===== config.mk =====
export PLATFORM = sky130hd
export DESIGN_NAME = fifo_burst_reader
export DESIGN_NICKNAME = d
export VERILOG_FILES = /design/src/rtl/fifo_burst_reader.sv
export SDC_FILE = /design/constraint.sdc
export NUM_CORES = 1
export LEC_CHECK = 0
export BUFFER_PORTS_ARGS = -buffer_cell sky130_fd_sc_hd__buf_2
export CELL_PAD_IN_SITES_DETAIL_PLACEMENT = 0
export CELL_PAD_IN_SITES_GLOBAL_PLACEMENT = 1
export CORE_MARGIN = 5
export CORE_UTILIZATION = 48
export CTS_BUF_LIST = sky130_fd_sc_hd__clkbuf_4 sky130_fd_sc_hd__clkbuf_8 sky130_fd_sc_hd__clkbuf_16
export CTS_CLUSTER_DIAMETER = 100
export DETAILED_ROUTE_END_ITERATION = 8
export HOLD_SLACK_MARGIN = 0.06
export PLACE_DENSITY = 0.87
export RECOVER_POWER = 100
export SYNTH_ARGS = -nofsm -noshare
export SYNTH_HDL_FRONTEND = slang
export SYNTH_SLANG_ARGS = --single-unit

===== constraint.sdc =====
create_clock -name clock -period 7.4 [get_ports clock]
set_clock_uncertainty 0.2 [all_clocks]
set_input_delay 1.11 -clock clock [delete_from_list [all_inputs] [get_ports clock]]
set_output_delay 1.11 -clock clock [all_outputs]
set_load 0.05 [all_outputs]

===== src/rtl/fifo_burst_reader.sv =====
// -----------------------------------------------------------------------------
// fifo_burst_reader
//
// Drain stage for a single-clock, non-showahead FIFO. Watches the FIFO fill
// level, issues rdreq pulses (read data arrives one cycle later) and re-presents
// the words as a valid/ready stream grouped into bursts, marking the last beat.
// A two-entry skid buffer absorbs downstream backpressure; a read is only issued
// when the skid buffer is guaranteed to have room for the returning word.
//
// Optional feature macro: FIFO_BURST_READER_TIMEOUT_EN
//   When defined, a partial burst (0 < fill < burst_len) that has waited
//   `timeout` idle cycles is drained as if flush had been pulsed.
//
// Parameters
//   bus_width  : data word width (matches the FIFO)
//   addr_width : FIFO usedw width, depth = 2**addr_width
//   burst_len  : beats per full burst, 1 .. 2**addr_width
//   timeout    : idle cycles before auto-flush (timeout feature only)
//
// Ports
//   clock     in   rising-edge clock
//   reset_n   in   asynchronous active-low reset
//   usedw     in   FIFO fill level (wraps to 0 when full)
//   full      in   FIFO full
//   q         in   FIFO read data, valid the cycle after rdreq
//   rdreq     out  FIFO read request
//   flush     in   drain a partial burst
//   out_data  out  stream data (skid head)
//   out_valid out  stream valid
//   out_ready in   downstream accepts the beat
//   out_last  out  final beat of the burst
//   busy      out  high while a burst is in progress
// -----------------------------------------------------------------------------
module fifo_burst_reader #(
    parameter int bus_width  = 8,
    parameter int addr_width = 8,
    parameter int burst_len  = 16,
    parameter int timeout    = 255
) (
    input  logic                  clock,
    input  logic                  reset_n,
    input  logic [addr_width-1:0] usedw,
    input  logic                  full,
    input  logic [bus_width-1:0]  q,
    output logic                  rdreq,
    input  logic                  flush,
    output logic [bus_width-1:0]  out_data,
    output logic                  out_valid,
    input  logic                  out_ready,
    output logic                  out_last,
    output logic                  busy
);

    typedef enum logic [0:0] {
        ST_IDLE  = 1'b0,
        ST_BURST = 1'b1
    } state_t;

    localparam int cnt_w = addr_width + 1;
    localparam logic [cnt_w-1:0] burst_len_c = cnt_w'(burst_len);
    localparam logic [cnt_w-1:0] depth_c     = {1'b1, {addr_width{1'b0}}};
    localparam logic [cnt_w-1:0] one_c       = {{addr_width{1'b0}}, 1'b1};
    localparam logic [cnt_w-1:0] zero_c      = {cnt_w{1'b0}};

    state_t                 state_r;
    state_t                 state_n_s;
    logic [cnt_w-1:0]       reads_left_r;
    logic [cnt_w-1:0]       beats_left_r;
    logic [1:0]             occ_r;
    logic                   inflight_r;
    logic [bus_width-1:0]   skid_r [2];
    logic                   wr_ptr_r;
    logic                   rd_ptr_r;

    logic [cnt_w-1:0]       fill_s;
    logic                   pop_s;
    logic [2:0]             level_s;
    logic                   load_s;
    logic [cnt_w-1:0]       len_s;
    logic                   flush_eff_s;

    // usedw wraps to zero at full, so full supplies the missing top bit.
    assign fill_s = full ? depth_c : {1'b0, usedw};

    assign out_valid = (occ_r != 2'd0);
    assign out_data  = skid_r[rd_ptr_r];
    assign out_last  = out_valid && (beats_left_r == one_c);
    assign busy      = (state_r == ST_BURST);
    assign pop_s     = out_valid && out_ready;

    // Words held plus the word returning next edge, less the one leaving now;
    // a new read is allowed only while this stays below the skid depth.
    assign level_s = {1'b0, occ_r} + {2'b00, inflight_r} - {2'b00, pop_s};
    assign rdreq   = (reads_left_r != zero_c) && (level_s < 3'd2);

`ifdef FIFO_BURST_READER_TIMEOUT_EN
    localparam int tmo_w = (timeout > 0) ? $clog2(timeout + 1) : 1;
    localparam logic [tmo_w-1:0] timeout_c = tmo_w'(timeout);

    logic [tmo_w-1:0] idle_cnt_r;
    logic             tmo_hit_s;

    assign tmo_hit_s = (state_r == ST_IDLE) && (fill_s != zero_c) &&
                       (fill_s < burst_len_c) && (idle_cnt_r == timeout_c);
    assign flush_eff_s = flush || tmo_hit_s;

    // Idle-wait counter: counts IDLE cycles holding a partial burst, saturating at timeout.
    always_ff @(posedge clock or negedge reset_n) begin
        if (!reset_n) begin
            idle_cnt_r <= {tmo_w{1'b0}};
        end else if ((state_r == ST_BURST) || (fill_s == zero_c)) begin
            idle_cnt_r <= {tmo_w{1'b0}};
        end else if ((fill_s < burst_len_c) && (idle_cnt_r != timeout_c)) begin
            idle_cnt_r <= idle_cnt_r + {{(tmo_w-1){1'b0}}, 1'b1};
        end else begin
            idle_cnt_r <= idle_cnt_r;
        end
    end
`else
    logic unused_timeout_s;

    assign unused_timeout_s = (timeout == 32'sd0);
    assign flush_eff_s      = flush;
`endif

    // Next-state logic and burst-length selection; a full burst beats a flush.
    always_comb begin
        state_n_s = state_r;
        load_s    = 1'b0;
        len_s     = zero_c;
        case (state_r)
            ST_IDLE: begin
                if (fill_s >= burst_len_c) begin
                    state_n_s = ST_BURST;
                    load_s    = 1'b1;
                    len_s     = burst_len_c;
                end else if (flush_eff_s && (fill_s != zero_c)) begin
                    state_n_s = ST_BURST;
                    load_s    = 1'b1;
                    len_s     = fill_s;
                end else begin
                    state_n_s = ST_IDLE;
                end
            end
            ST_BURST: begin
                if (pop_s && (beats_left_r == one_c)) begin
                    state_n_s = ST_IDLE;
                end else begin
                    state_n_s = ST_BURST;
                end
            end
            default: begin
                state_n_s = ST_IDLE;
            end
        endcase
    end

    // State register.
    always_ff @(posedge clock or negedge reset_n) begin
        if (!reset_n) begin
            state_r <= ST_IDLE;
        end else begin
            state_r <= state_n_s;
        end
    end

    // Burst counters: loaded on entry, then counted down by reads and pops.
    always_ff @(posedge clock or negedge reset_n) begin
        if (!reset_n) begin
            reads_left_r <= zero_c;
            beats_left_r <= zero_c;
        end else if (load_s) begin
            reads_left_r <= len_s;
            beats_left_r <= len_s;
        end else begin
            reads_left_r <= rdreq ? (reads_left_r - one_c) : reads_left_r;
            beats_left_r <= pop_s ? (beats_left_r - one_c) : beats_left_r;
        end
    end

    // Read-latency tracker and skid occupancy.
    always_ff @(posedge clock or negedge reset_n) begin
        if (!reset_n) begin
            inflight_r <= 1'b0;
            occ_r      <= 2'd0;
        end else begin
            inflight_r <= rdreq;
            occ_r      <= occ_r + {1'b0, inflight_r} - {1'b0, pop_s};
        end
    end

    // Skid storage: capture returning FIFO data, advance head on pop.
    always_ff @(posedge clock or negedge reset_n) begin
        if (!reset_n) begin
            for (int i = 0; i < 2; i++) begin
                skid_r[i] <= {bus_width{1'b0}};
            end
            wr_ptr_r <= 1'b0;
            rd_ptr_r <= 1'b0;
        end else begin
            if (inflight_r) begin
                skid_r[wr_ptr_r] <= q;
                wr_ptr_r         <= ~wr_ptr_r;
            end else begin
                wr_ptr_r <= wr_ptr_r;
            end
            if (pop_s) begin
                rd_ptr_r <= ~rd_ptr_r;
            end else begin
                rd_ptr_r <= rd_ptr_r;
            end
        end
    end

endmodule


Yosys cells after proc, flatten, opt, wreduce, memory -nomap -nowiden
Index checks and enable logic that the tools add are counted.

word-level totals
  bits in registers = 40
  bits of input ports = 21
  logic and storage cells = 56
  output and inout port bits = 12

operators by class
  mux-type cells = 19
  equal/unequal tests = 1
  reductions and logical operators = 11
  bitwise gates (word level) = 5
  $add $sub $neg = 6
  order comparisons = 5

operators by type and width
  kind                                                        number
  two-way mux 9 bit                                           8
  two-way mux 8 bit                                           4
  nonzero test 9 bit                                          2
  subtractor 9 x 1 -> 9 bit, second input constant            2
  bitwise mux 16 bit                                          1
  equality test 9 x 1 -> 1 bit, second input constant         1
  >= comparator 9 x 5 -> 1 bit, second input constant         1
  demux 8 bit (select 1 bit)                                  1
  logical AND 1 bit                                           6
  nonzero test 2 bit                                          3
  >= comparator 2 bit, second input constant                  2
  two-way mux 1 bit                                           4
  NOT 1 -> 2 bit                                              2
  adder 2 x 1 -> 3 bit                                        1
  less-than comparator 3 x 2 -> 1 bit, second input constant  1
  NOT 1 bit                                                   3
  subtractor 3 x 1 -> 3 bit                                   1
  adder 2 x 1 -> 2 bit                                        1
  less-than comparator 2 x 1 -> 1 bit, second input constant  1
  one-hot mux 1 bit (2 select lines)                          1
  subtractor 2 x 1 -> 2 bit                                   1

Logic depth before layout (Yosys ltp)
  depth in word-level cells = 7
  mapped depth = 12
  mapped depth without buffers = 10

Worst setup path after synthesis
Ideal clock, no wire load.

  path type = input port to output port
  start point = in out_ready
  end point = out rdreq
  path buffers = 2
  data arrival time = 3.211 ns
  setup slack = 2.879 ns
  data required time = 6.090 ns
  stages = 10
  cells stage by stage = o21a_1 buf_2 ha_1 inv_1 ha_1 fa_1 xnor2_1 a311o_1 clkbuf_1 inv_1

on the way
  cells in the longest elaborated chain, start to end = 4

RTL lines
  element                              RTL line  RTL
  start: declaration                   49        input logic out_ready,
  logical AND 1 bit                    89        assign pop_s = out_valid && out_ready;
  named net pop_s                      76        logic pop_s;
  subtractor 3 x 1 -> 3 bit            93        assign level_s = {1'b0, occ_r} + {2'b00, inflight_r} - {2'b00, pop_s};
  less-than comparator 3 x 2 -> 1 bit  94        assign rdreq = (reads_left_r != zero_c) && (level_s < 3'd2);
  logical AND 1 bit                    94
  end: declaration                     45        output logic rdreq,

The timed path passes the listed nets, and every way through them passes these cells.

Worst setup path after layout
  start point = in out_ready
  end point = out rdreq

on the way
  cells in the longest elaborated chain, start to end = 4

RTL lines
  element                              RTL line
  logical AND 1 bit                    89
  subtractor 3 x 1 -> 3 bit            93
  less-than comparator 3 x 2 -> 1 bit  94
  logical AND 1 bit                    94

Every way passes these cells.

==> flow_summary_export.csv <==
group,metric,value,unit
cts,cts-root-to-sink-buffers,2,
sta,final-hold-violation-count,0,
global_route,global_route_wire_length_before_repair,7.34,mm
sta,final-max-slew-violation-count,41,
routing,number_of_vias_in_the_routed_layout,1579,
critical_path,timing.setup.critical_path_class,"in -> out",
cts,insertion_delay,290,ps
critical_path,critPathArrivalTime,3620,ps
sta,timing.final.crit_share,66.7,%
pwr,total_leakage_power,1.06,nW
logic_synthesis,ys_seq_elements,40,
place,placed_cells_incl_taps,270,
cts,clock_buffer_count_from_cts,5,
die,std_cell_rows,24,
die,die_area,5860,um2
critical_path,required,6090,ps
logic_synthesis,synth-seq-area-share,47.1,%
logic_synthesis,synthesis.area_per_instance,11.2,um2
final_layout,layout_area_overhead,13.8,%
die,coreArea,4320,um2
sta,final-setup-viol-count,0,
critical_path,startpoint,"out_ready",
run_status,violations,"capacitance limit, slew limit",
min_path,worstHoldPathType,"reg -> reg",
final_layout,num-nets-final,252,
die,die-height,76.6,um
place,dp_hpwl,3.06,mm
final_layout,fraction_of_final_layout_cells_sized_beyond_drive_strength_1,23.5,%
sta,rsz0062_at_grt,"false",
pwr,vdd_drop_max,0.186,mV
sta,max_freq,203,MHz
global_route,number_of_global_route_vias_before_repair,1552,
sta,worst_slew_margin_rel,-39.8,%
run_status,outcome,"finished with violations",
cts,clockRootBuffer,"clkbuf_8",
global_route,largest_net_degree_at_the_start_of_global_routing,41,
place,port_buffers,32,
cts,cts_max_level,2,
critical_path,endpoint,"rdreq",
global_route,grt_use_total,15.2,%
logic_synthesis,post_synth_inst_count,190,
cts,clock_sink_count,40,
min_path,hold_path.startpoint,"inflight_r$_DFF_PN0_",
final_layout,final_cell_count_without_fillers,278,
logic_synthesis,ys_async_sr_fraction,100,%
logic_synthesis,yosys.cell_types.count,47,
logic_synthesis,synth_fp_nets,217,
cts,cts_setup_buffers,0,
cts,cts_tree,"done",
routing,route.detailed.drc,0,
die,dieWidth,76.6,um
final_layout,antenna-diode-count,0,
critical_path,ff2ff_setup_slack,4120,ps
die,num_io_pins,33,
logic_synthesis,post_synthesis_cell_area,2130,um2
cts,postCtsResizedCells,0,
logic_synthesis,synth-edff-count,0,
pwr,p_per_area,487,nW/um2
place,gp_congestion,0.769,
sta,period_needed,4930,ps
critical_path,critical_path.endpoint_type,"output port",
critical_path,timing.rr.end,"reads_left_r[7]$_DFFE_PN0P_",
routing,drt_iter0_markers,20,
routing,routedWlPerCell,14.8,um
sta,setup-tns-final,0,ps
pwr,finalPower,0.00118,W
sta,max_slew.worst_pin.slew,2100,ps
critical_path,worst_setup_path_start_kind,"input port",
critical_path,ff2ff_path_depth,9,
critical_path,crit_fanout,11,
logic_synthesis,dominantRegCellSynth,"dfrtp_1",
routing,wirelength,4.12,mm
routing,detailed_routing_iterations_pass_1,4,
routing,ant_nets,0,
cts,clk_transition_reported_paths,70,ps
die,initial_core_util,49.2,%
job,cap_viol_max_count,1,
routing,routed_via_density,5.68,
global_route,overflow,0,
critical_path,worstReg2RegStart,"occ_r[1]$_DFF_PN0_",
logic_synthesis,ys_warn_count,0,
cts,number_of_hold_buffers_added_after_cts,0,
global_route,antenna_found_initial,0,
[through the flow]
stage	hold WS (ps)	instance area, um2	util (%)	worst slack, ps
finish	288	2420	56.0	2470
global route	307	2420	56.0	2330
CTS	299	2450	56.6	2680
detailed placement	283	2330	54.0	2690
global placement	280	2330	54.0	2750
floorplan	260	2130	-	2880
[layout by cell type, fill, tap and decap left out, types with 3 or more instances in the layout]
master / n
dfrtp_1: 40
mux2_2: 24
clkbuf_1: 17
buf_2: 15
inv_1: 11
nor2_1: 11
nand2_1: 8
or4_1: 7
a21oi_1: 7
nor3_1: 6
nand3_1: 5
ha_1: 5
clkbuf_8: 5
o31ai_1: 4
o21ai_0: 4
a2bb2oi_1: 4
xnor2_1: 3
nand3b_1: 3
and2_1: 3
and3_1: 3
o221a_1: 3
o211ai_1: 3
xor2_1: 3
[worst max-delay path, cell delays in order]
cell      delay, ps
buf_2           100
o21a_1          210
ha_1            320
inv_1            40
ha_1            180
fa_1            380
xnor2_1         180
a311o_1         480
inv_1           140
clkbuf_1        480
[how the worst min path moves through the flow]
stage	to	slack, ps	cells past startpoint
after floorplan	wr_ptr_r$_DFFE_PN0P_	260	1
after global placement	wr_ptr_r$_DFFE_PN0P_	280	1
after detailed placement	wr_ptr_r$_DFFE_PN0P_	280	1
after CTS	wr_ptr_r$_DFFE_PN0P_	300	1
after global routing	wr_ptr_r$_DFFE_PN0P_	310	1
final	wr_ptr_r$_DFFE_PN0P_	290	1
[state kept, by name, summed over array words and instances (netlist names)]
name	flops
skid_r	16
beats_left_r	9
reads_left_r	9
occ_r	2
busy	1
inflight_r	1
rd_ptr_r	1
wr_ptr_r	1
[power breakdown]
group	switching, W	total, W	internal [W]
combinational	0.000381	0.000615	0.000234
sequential	0.0000769	0.000389	0.000312
clock	0.0000718	0.000175	0.000104
total	0.000530	0.00118	0.000649
[layout make-up]
type                       count  area, um2
clock buffer                   6       76.3
clock inverter                 2       35.0
fill                         417       1900
inverter                      11       41.3
multi-input combinational    135       1060
sequential                    40       1000
tap                           52       65.1
timing repair buffer          32        139
[cell families (layout without fill, tap and decap cells)]
group,Yosys count,in the layout,synth area share (%)
compound gates,37,37,13.2
mux,24,24,12.7
xor+xnor,6,6,2.47
flops,40,40,47.1
simple gates,62,62,17.9
buf+inv,15,51,2.76
fa+ha+maj,6,6,3.88
[per-layer routing]
layer	vias up	GRT usage [%]	wire [um]
met5	-	0	0
met4	0	5.24	63
met2	37	24.4	1840
met3	5	4.61	191
met1	756	19.4	2020
li1	781	-	-
[cell usage after synthesis, types with 4 or more instances]
| library cell | number | area, um2 |
|---|---|---|
| dfrtp_1 | 40 | 1000 |
| inv_1 | 11 | 41.3 |
| o21ai_0 | 4 | 20.0 |
| nand2_1 | 8 | 30.0 |
| nor3_1 | 6 | 30.0 |
| o31ai_1 | 4 | 30.0 |
| ha_1 | 5 | 62.6 |
| nor2_1 | 11 | 41.3 |
| a2bb2oi_1 | 4 | 35.0 |
| mux2_2 | 24 | 270 |
| nand3_1 | 5 | 25.0 |
| a21oi_1 | 7 | 35.0 |
| or4_1 | 7 | 52.6 |
Note: power is estimated with default switching activity, not from simulation.
